--- src/rtl/rr_stream_mux.sv ---
// rr_stream_mux: N-to-1 valid/ready stream mux (round-robin or fixed priority, optional forced select) with a registered output
// Ports:
//   clk, reset            clock, synchronous active-high reset
//   in_valid / in_ready   per-channel handshake; in_ready is one-hot or zero
//   data_bus              channel i at [i*DATA_BITS +: DATA_BITS]
//   force_en / force_sel  restrict arbitration to a single channel
//   out_valid / out_ready registered output handshake
//   out_data / out_sel    registered data and the index of the channel that supplied it
module rr_stream_mux #(
  parameter int SELECT_BIT = 2,
  parameter int DATA_BITS = 8,
  parameter bit RR_MODE = 1'b1
) (
  input  logic                                  clk,
  input  logic                                  reset,
  input  logic [(1<<SELECT_BIT)-1:0]            in_valid,
  output logic [(1<<SELECT_BIT)-1:0]            in_ready,
  input  logic [(1<<SELECT_BIT)*DATA_BITS-1:0]  data_bus,
  input  logic                                  force_en,
  input  logic [SELECT_BIT-1:0]                 force_sel,
  output logic                                  out_valid,
  input  logic                                  out_ready,
  output logic [DATA_BITS-1:0]                  out_data,
  output logic [SELECT_BIT-1:0]                 out_sel
);
  localparam int N = 1 << SELECT_BIT;
  logic [N-1:0] elig;
  logic [SELECT_BIT-1:0] base, win;
  logic load_en, take;
  logic out_valid_q, out_valid_d;
  logic [DATA_BITS-1:0] out_data_q, out_data_d;
  logic [SELECT_BIT-1:0] out_sel_q, out_sel_d, ptr_q, ptr_d;
  // Winner scan walks from the highest offset down so the last hit is the first eligible channel after base.
  always_comb begin
    elig = force_en ? in_valid & (N'(1) << force_sel) : in_valid;
    base = RR_MODE ? ptr_q : '0;
    win = '0;
    for (int k = N - 1; k >= 0; k--) win = elig[base + SELECT_BIT'(k)] ? base + SELECT_BIT'(k) : win;
    load_en = !out_valid_q || out_ready;
    take = load_en && |elig && !reset;
    in_ready = take ? N'(1) << win : '0;
    out_valid_d = load_en ? |elig : out_valid_q;
    out_data_d = take ? data_bus[win*DATA_BITS +: DATA_BITS] : out_data_q;
    out_sel_d = take ? win : out_sel_q;
    ptr_d = (take && RR_MODE) ? win + SELECT_BIT'(1) : ptr_q;
  end
  always_ff @(posedge clk) begin
    if (reset) begin
      out_valid_q <= 1'b0;
      out_data_q <= '0;
      out_sel_q <= '0;
      ptr_q <= '0;
    end else begin
      out_valid_q <= out_valid_d;
      out_data_q <= out_data_d;
      out_sel_q <= out_sel_d;
      ptr_q <= ptr_d;
    end
  end
  assign out_valid = out_valid_q;
  assign out_data = out_data_q;
  assign out_sel = out_sel_q;
endmodule
--- config.mk ---
export PLATFORM = sky130hd
export DESIGN_NAME = rr_stream_mux
export DESIGN_NICKNAME = d
export VERILOG_FILES = /design/src/rtl/rr_stream_mux.sv
export SDC_FILE = /design/constraint.sdc
export NUM_CORES = 1
export LEC_CHECK = 0
export ABC_CLOCK_PERIOD_IN_PS = 4300
export BUFFER_PORTS_ARGS = -buffer_cell sky130_fd_sc_hd__buf_2
export CAP_MARGIN = 20
export CORE_MARGIN = 2
export CORE_UTILIZATION = 46
export CTS_CLUSTER_DIAMETER = 120
export DETAILED_ROUTE_END_ITERATION = 10
export PLACE_DENSITY = 0.95
export SYNTH_ARGS = -nofsm -noshare
export SYNTH_HDL_FRONTEND = slang
export SYNTH_SLANG_ARGS = --single-unit
--- constraint.sdc ---
create_clock -name clk -period 4.3 [get_ports clk]
set_input_delay 0.43 -clock clk [delete_from_list [all_inputs] [get_ports clk]]
set_output_delay 0.43 -clock clk [all_outputs]
set_load 0.05 [all_outputs]
==> key figures, run 1 <==
Synthesis
  – Synthesized Nets: 166
  – Cells after Synth: between 100 and 150
  – Post-synth EDFFs: 0
  – Count of yosys warnings during synthesis: 0
  – Distinct cell type count after synthesis: 32
  – Post-synthesis area per instance: 7.85 µm²
  – Asr flop ratio synth: 0
  – Fraction of the yosys area taken by sequential cells: 0.267
  – Number of flip-flops and latches in the synthesized netlist: 13
  – Area of the mapped netlist: around 970 µm²
  – Ys flop type: sky130_fd_sc_hd__dfxtp_1

Setup path
  – Start point of the critical path: force_sel[1]
  – Worst Setup Start Kind: input port
  – Required time of the critical path: 3.87 ns
  – Endpoint of the lowest-slack register-to-register path: out_data[3]
  – CP endpoint kind: primary output
  – Arr. time, crit path: about 2.2 ns
  – Critical path type: in2out
  – Max FO, Critical Path: 11
  – Capture point of the critical path: in_ready[3]
  – Launch instance of the worst register-to-register path: base[1]
  – Minimum setup slack among reg-to-reg paths: 2.51 ns
  – FF-to-FF path depth: 6

Place
  – Place WS: about 1.8 ns
  – DPL Wire Length: 2140 µm
  – Number of buffers added on ports: 56
  – Final weighted congestion in routability-driven placement: ~0.85

Timing
  – Setup ws final: ~1.6 ns
  – Total of endpoints with negative setup slack in the final report: 0
  – Setup TNS: 0 ns
  – Worst Tran Pin Value: 0.576 ns
  – Post-route fraction of the period consumed by the critical path: 0.618
  – Unrepaired setup endpoints after global routing: false
  – Final Skew: about 0.0064 ns
  – Worst slew margin relative to its limit: 0.616
  – Total count of max-transition violations in the final report: 0
  – Post-route minimum period: 2.66 ns
  – Final Hold Fails: 0
  – Fmax: ~0.38 GHz

Clock tree
  – Total number of clock tree sinks: 13
  – Cts-stage hold buffer count: 0
  – Clock tree from TritonCTS: built
  – Clk pin slew, worst setup/hold paths: 0.08 ns
  – CTS buffer count: 3
  – Post-cts gate resize count: 0
  – Post-CTS Setup Inserts: 0
  – Root cell of the clock tree: sky130_fd_sc_hd__clkbuf_4
  – Insertion delay to the later sink of the worst-skew pair: approximately 0.28 ns
  – CTS H-tree depth: 1
  – Number of buffers on the longest clock path: 2

Cells and area
  – Area used by multi-input combinational logic: ~660 µm²
  – Fill cell total of the finished layout: approximately 160
  – Final layout net count: 221
  – Area added between synthesis and finish: 30.7%
  – Register cell area after layout: between 200 and 300 µm²
  – Fraction of layout cells with a size suffix above 1: 0.354
  – Count of antenna diodes in the layout: 0

Global route
  – Vias in the first global route: 1,079
  – GRT Residual Overflow: 0
  – Wire length of the first global-routing pass: 4470 µm
  – Global Route Usage Sum: 0.230
  – Number of antenna violations at the first check in global routing: 0
  – Largest net degree at the start of global routing: 13

Detailed routing
  – First-pass iteration count of the detailed router: 4
  – Via count: approximately 1,200
  – DRC violation count after routing: 0
  – Count of routing violations after the opening detailed-route iteration: 35
  – Wire length per cell: approximately 14 µm
  – Number of vias per cell after detailed routing: 5.80
  – Total Wirelength: approximately 2800 µm
  – Antenna Violating Nets Remaining: 0

Floorplanning
  – Core Box Area: around 2000 µm²
  – Floorplan die area: between 2000 and 3000 µm²
  – I/O pins: 57
  – Overall die width: approximately 50 µm
  – Initial cell density of the core: 0.491
  – Number of standard-cell rows in the floorplan: 16
  – Vertical die dimension: roughly 50 µm

Pwr
  – Switching pwr: roughly 0.00019 W
  – Sw Ratio: 0.440
  – Share of power burned in combinational logic: 0.470
  – Int Power: roughly 0.00024 W
  – Worst supply voltage drop on vdd: 0.000298 V
  – Lkg Pwr: 0.634 nW
  – Proportion of power drawn by the clock network: 0.179
  – Sequential cell fraction of total power: 0.350
  – Pwr per Cell Area: roughly 340 nW/µm²

Flow run
  – Max cap viols: 0

Min path
  – Path category of the worst min-delay check: in2reg
  – Min-Delay Path Depth: 2

Outcome
  – Status: complete, no violations
==> state kept, by name, summed over array words and instances (netlist names) <==
| signal | cells |
|---|---|
| out_data | 8 |
| out_valid | 1 |
| base | 2 |
| out_sel | 2 |
==> per-stage QoR <==
| step | utilization | hold WS (ns) | area (µm²) | power, W | cells |
|---|---|---|---|---|---|
| 6_report | 0.642 | 0.394 | 1270 | 0.000428 | 205 |
| 5_1_grt | 0.642 | 0.404 | 1270 | 0.000451 | 205 |
| 4_1_cts | 0.642 | 0.391 | 1270 | 0.000428 | 205 |
| 3_5_place_dp | 0.629 | 0.454 | 1250 | 0.000353 | 201 |
| 3_3_place_gp | 0.629 | 0.452 | 1250 | 0.000347 | 201 |
| 2_1_floorplan | - | 0.477 | 973 | 0.000303 | 124 |
==> power groups by stage <==
stage	clock network, W	logic (W)	registers (W)
5_1_grt	0.0000830	0.000215	0.000153
3_5_place_dp	0	0.000201	0.000152
4_1_cts	0.0000766	0.000202	0.000150
3_3_place_gp	0	0.000196	0.000152
6_report	0.0000768	0.000202	0.000150
2_1_floorplan	0	0.0000964	0.000206
==> critical path, stage by stage <==
cell and delay, ns:
sky130_fd_sc_hd__buf_2 0.15, sky130_fd_sc_hd__mux2i_1 0.13, sky130_fd_sc_hd__o22a_2 0.26, sky130_fd_sc_hd__a21boi_2 0.23, sky130_fd_sc_hd__nand4b_1 0.43, sky130_fd_sc_hd__nor2_1 0.27, sky130_fd_sc_hd__buf_2 0.31
==> metal layers <==
layer | track usage | wire length (µm) | up-vias
li1 | - | - | 565
met1 | 0.260 | 1110 | 543
met4 | 0.120 | 66 | 0
met5 | 0 | 0 | -
met3 | 0.0515 | 270 | 10
met2 | 0.397 | 1330 | 71
==> layout make-up <==
type                       instances  area share
tap                               27      0.0265
multi-input combinational        103       0.522
inverter                           2     0.00590
timing repair buffer              56       0.220
sequential                        13       0.205
clock buffer                       4      0.0206
==> cells by family (layout without fill, tap and decap cells) <==
group / after synthesis / count (layout) / synth area share
buf+inv: 8 / 62 / 0.0501
xor+xnor: 1 / 1 / 0.00900
mux: 10 / 10 / 0.103
simple gates: 47 / 47 / 0.257
flops: 13 / 13 / 0.267
compound gates: 45 / 45 / 0.314
==> synth_stat cells (2+ instances only) <==
cell type / count / share of area
sky130_fd_sc_hd__nand3_1: 8 / 0.041
sky130_fd_sc_hd__mux2i_1: 10 / 0.10
sky130_fd_sc_hd__nor2_1: 11 / 0.042
sky130_fd_sc_hd__o21ai_1: 3 / 0.015
sky130_fd_sc_hd__o211ai_1: 9 / 0.069
sky130_fd_sc_hd__buf_2: 2 / 0.010
sky130_fd_sc_hd__o21ai_0: 10 / 0.051
sky130_fd_sc_hd__a211oi_1: 2 / 0.015
sky130_fd_sc_hd__nand2_1: 13 / 0.050
sky130_fd_sc_hd__a21o_1: 9 / 0.069
sky130_fd_sc_hd__inv_1: 2 / 0.0077
sky130_fd_sc_hd__nand2b_1: 4 / 0.026
sky130_fd_sc_hd__nand3b_1: 4 / 0.031
sky130_fd_sc_hd__o211a_1: 2 / 0.021
sky130_fd_sc_hd__a21oi_1: 5 / 0.026
sky130_fd_sc_hd__buf_6: 2 / 0.023
sky130_fd_sc_hd__dfxtp_1: 13 / 0.27
==> how the worst min path moves through the flow <==
stage | slack (ns) | startpoint | to
final | 0.39 | reset | out_valid
after CTS | 0.39 | reset | out_valid
after global routing | 0.40 | reset | out_valid
after global placement | 0.45 | out_sel[1] | out_sel[1]
after detailed placement | 0.45 | out_sel[1] | out_sel[1]
after floorplan | 0.48 | base[0] | base[0]
==> cells in the final DEF (no fill, tap or decap), types with 4 or more instances in the layout <==
cell	synthesis	final
sky130_fd_sc_hd__nand3b_1	4	4
sky130_fd_sc_hd__mux2i_1	10	10
sky130_fd_sc_hd__a21oi_1	5	5
sky130_fd_sc_hd__dfxtp_1	13	13
sky130_fd_sc_hd__a21o_1	9	9
sky130_fd_sc_hd__nand2b_1	4	4
sky130_fd_sc_hd__buf_2	2	56
sky130_fd_sc_hd__nand3_1	8	8
sky130_fd_sc_hd__nand2_1	13	13
sky130_fd_sc_hd__nor2_1	11	11
sky130_fd_sc_hd__o211ai_1	9	9
sky130_fd_sc_hd__o21ai_0	10	10
Power figures use the tool's default switching activity.
==> run 2, diff against run 1 <==
==> config.mk (replaced) <==
export PLATFORM = sky130hd
export DESIGN_NAME = rr_stream_mux
export DESIGN_NICKNAME = d
export VERILOG_FILES = /design/src/rtl/rr_stream_mux.sv
export SDC_FILE = /design/constraint.sdc
export NUM_CORES = 1
export LEC_CHECK = 0
export ABC_AREA = 1
export ABC_CLOCK_PERIOD_IN_PS = 2500
export BUFFER_PORTS_ARGS = -buffer_cell sky130_fd_sc_hd__buf_2
export CAP_MARGIN = 20
export CORE_MARGIN = 2
export CORE_UTILIZATION = 45
export CTS_CLUSTER_DIAMETER = 120
export DETAILED_ROUTE_END_ITERATION = 10
export PLACE_DENSITY = 0.91
export SYNTH_ARGS = -nofsm -noshare
export SYNTH_HDL_FRONTEND = slang
export SYNTH_SLANG_ARGS = --single-unit
==> constraint.sdc (replaced) <==
create_clock -name clk -period 2.5 [get_ports clk]
set_input_delay 0.25 -clock clk [delete_from_list [all_inputs] [get_ports clk]]
set_output_delay 0.25 -clock clk [all_outputs]
set_load 0.05 [all_outputs]
==> run 2 against run 1 <==
  * Power grew to 3.7 times the previous value
  * Via count is 15% higher
  * Non-clock buffer count up 4
  * Critical path depth rose by 4
  * Global-route usage fell by 1.8 points
  * Final cell count up 30%
  * First-iteration DRC count up 2.9%
  * Flip-flop and latch count unchanged
  * Synthesized area up 13%
  * Count of clock-buffer cells in the layout did not move
  * Worst hold slack got worse by 0.16 ns
==> key figures, run 2 <==
Synthesis
  – Largest cells by area after synthesis: sky130_fd_sc_hd__nand3_1 (26%), sky130_fd_sc_hd__dfxtp_1 (24%), sky130_fd_sc_hd__nand2_1 (18%)
  – Asr flop ratio synth: 0
  – Cells after Synth: roughly 180
  – Area share of the largest cell type after synthesis: 0.259
  – Count of yosys warnings during synthesis: 0
  – Ys flop type: sky130_fd_sc_hd__dfxtp_1
  – Area of the mapped netlist: between 1000 and 1500 µm²
  – Number of flip-flops and latches in the synthesized netlist: 13
  – Post-synth EDFFs: 0
  – Fraction of the yosys area taken by sequential cells: 0.236
  – Post-synthesis area per instance: about 6.1 µm²
  – Most numerous cell in the Yosys netlist: sky130_fd_sc_hd__nand3_1
  – Yosys top cell by area: sky130_fd_sc_hd__nand3_1
  – Distinct cell type count after synthesis: 24
  – Synthesized Nets: 223
  – Post-synth top cells: sky130_fd_sc_hd__nand3_1 (57), sky130_fd_sc_hd__nand2_1 (54), sky130_fd_sc_hd__inv_1 (17)

Floorplanning
  – Number of standard-cell rows in the floorplan: 17
  – Vertical die dimension: roughly 53 µm
  – Floorplan die area: around 2900 µm²
  – Overall die width: between 50 and 60 µm
  – I/O pins: 57
  – Core Box Area: 2250 µm²
  – Initial cell density of the core: 0.489

Timing
  – Fmax: roughly 0.44 GHz
  – Post-route minimum period: 2.28 ns
  – Unrepaired setup endpoints after global routing: false
  – Total count of max-transition violations in the final report: 0
  – Final Skew: between 0.003 and 0.004 ns
  – Total of endpoints with negative setup slack in the final report: 0
  – Worst slew margin relative to its limit: 0.784
  – Setup ws final: ~0.22 ns
  – Final Hold Fails: 0
  – Post-route fraction of the period consumed by the critical path: 0.914
  – Setup TNS: 0 ns
  – Worst Tran Pin Value: around 0.32 ns

Cells and area
  – Leading cell types in the layout, fill and taps excluded: sky130_fd_sc_hd__nand3_1 (57), sky130_fd_sc_hd__buf_2 (55), sky130_fd_sc_hd__nand2_1 (54), sky130_fd_sc_hd__inv_1 (17), sky130_fd_sc_hd__dfxtp_1 (12)
  – Flip-flop count of the largest register, all copies and words added: 8
  – Most common library cell in the layout ignoring fill and taps: sky130_fd_sc_hd__nand3_1
  – Fraction of layout cells with a size suffix above 1: 0.351
  – Total non-filler cell area in the finished layout: around 1400 µm²
  – Final layout net count: ~280
  – Area added between synthesis and finish: 29.7%
  – Final Instance Count excl. Fillers: about 270
  – Count of antenna diodes in the layout: 0

Clock tree
  – Clk pin slew, worst setup/hold paths: ~0.070 ns
  – CTS buffer count: 3
  – Cts-stage hold buffer count: 0
  – Root cell of the clock tree: sky130_fd_sc_hd__clkbuf_4
  – Number of buffers on the longest clock path: 2
  – Insertion delay to the later sink of the worst-skew pair: between 0.2 and 0.3 ns
  – Total number of clock tree sinks: 13
  – CTS H-tree depth: 1
  – Clock tree from TritonCTS: built

Detailed routing
  – Number of vias per cell after detailed routing: slightly above 5
  – First-pass iteration count of the detailed router: 4
  – Antenna Violating Nets Remaining: 0
  – Count of routing violations after the opening detailed-route iteration: 36
  – Via count: roughly 1,400
  – Wire length per cell: between 10 and 15 µm
  – Total Wirelength: roughly 2900 µm
  – DRC violation count after routing: 0

Global route
  – Largest net degree at the start of global routing: 20
  – Wire length of the first global-routing pass: between 4000 and 5000 µm
  – Number of antenna violations at the first check in global routing: 0
  – GRT Residual Overflow: 0
  – Vias in the first global route: approximately 1,100
  – Global Route Usage Sum: 0.212

Place
  – Number of instances in the placed design: between 200 and 300
  – Number of buffers added on ports: 56
  – DPL Wire Length: about 2300 µm
  – DP Area: about 1400 µm²
  – Place WS: 0.360 ns
  – Final weighted congestion in routability-driven placement: between 0.8 and 0.9

Setup path
  – Critical path type: reg2out
  – Critical path's slowest cell: sky130_fd_sc_hd__dfxtp_2
  – Top cell by count, worst path: sky130_fd_sc_hd__nand2_1
  – Required time of the critical path: between 2 and 2.5 ns
  – Largest stage delay, worst path: 0.42 ns
  – Worst Setup Start Kind: register
  – Minimum setup slack among reg-to-reg paths: 0.75 ns
  – Max FO, Critical Path: 10
  – Cells along the critical path: inv_2, nand3_1, nand2_1, a21oi_2, nand2_1, nand3_2, nand2_4, inv_4, nand2_2, nor2_2, buf_2
  – Arr. time, crit path: ~2.0 ns
  – CP endpoint kind: primary output

Flow run
  – Max cap viols: 0

Pwr
  – Lkg Pwr: between 0.8 and 0.9 nW
  – Pwr per Cell Area: 1100 nW/µm²
  – Worst supply voltage drop on vdd: about 0.00064 V

Outcome
  – Status: complete, no violations

Min path
  – Path category of the worst min-delay check: in2reg
==> run 2: cell types whose count changed after synthesis, moves of 4 or more <==
cell                       delta
sky130_fd_sc_hd__nand2_1     +41
sky130_fd_sc_hd__o21ai_0     -10
sky130_fd_sc_hd__inv_1       +15
sky130_fd_sc_hd__nand3_1     +49
sky130_fd_sc_hd__inv_2        +4
sky130_fd_sc_hd__nand2b_1     -4
sky130_fd_sc_hd__a21o_1       -9
sky130_fd_sc_hd__nand3b_1     -4
sky130_fd_sc_hd__o211ai_1     -9
sky130_fd_sc_hd__a21oi_1      -4
sky130_fd_sc_hd__mux2i_1     -10
==> run 2: logic make-up (layout without fill, tap and decap cells) <==
group / after synthesis / after routing / synth area share
buffers and inverters: 29 / 87 / 0.126
AOI/OAI and AO/OA: 5 / 5 / 0.0284
and+or+nand+nor: 134 / 134 / 0.610
DFF: 13 / 13 / 0.236
==> run 2: timing repair <==
action / CTS / global route
gates resized for setup: 0 / 3
setup endpoints to repair: 0 / 4
buffers inserted: 0 / 2
==> run 2: metal layers <==
| metal | track usage | routed length, µm | part of all wire |
|---|---|---|---|
| met1 | 0.277 | 1270 | 0.44 |
| met4 | 0.103 | 40 | 0.014 |
| met2 | 0.356 | 1430 | 0.50 |
| met3 | 0.00565 | 115 | 0.040 |
| met5 | 0 | 0 | 0 |
==> run 2: stage by stage <==
| stage | power [W] | utilization | hold slack (ns) |
|---|---|---|---|
| final | 0.00157 | 0.634 | 0.235 |
| after global routing | 0.00170 | 0.634 | 0.244 |
| after CTS | 0.00154 | 0.625 | 0.234 |
| after detailed placement | 0.00142 | 0.613 | 0.466 |
| after global placement | 0.00140 | 0.613 | 0.451 |
| after floorplan | 0.00124 | - | 0.319 |
==> run 2: power breakdown <==
| group | leakage [nW] | switching (W) | internal [W] | total (W) |
|---|---|---|---|---|
| logic | 0.713 | 0.000779 | 0.000327 | 0.00111 |
| registers | 0.108 | 0.0000522 | 0.000284 | 0.000336 |
| clock network | 0.0150 | 0.0000644 | 0.0000619 | 0.000126 |
| total | 0.836 | 0.000896 | 0.000673 | 0.00157 |
==> run 2: layout make-up <==
| cell class | instances | area, µm² |
|---|---|---|
| Tap cell | 28 | 35.0 |
| Sequential cell | 13 | 262 |
| Multi-Input combinational cell | 139 | 706 |
| Clock buffer | 4 | 26.3 |
| Inverter | 23 | 88.8 |
| Fill cell | 241 | 825 |
| Timing Repair Buffer | 60 | 313 |
==> run 2: path summary, 6_finish.rpt <==
check	startpoint	end	cells past startpoint
setup reg to reg	base[0]	out_data[2]	12
setup / recovery	base[0]	in_ready[2]	11
hold reg to reg	out_data[7]	out_data[7]	2
hold / removal	reset	out_sel[1]	2
==> run 2: worst max-delay path, delay by kind of cell (launching register included) <==
| kind | cells | cell delay (ns) |
|---|---|---|
| AOI/OAI and AO/OA | 1 | 0.18 |
| buffers and inverters | 3 | 0.49 |
| and+or+nand+nor | 7 | 0.67 |
| DFF | 1 | 0.42 |
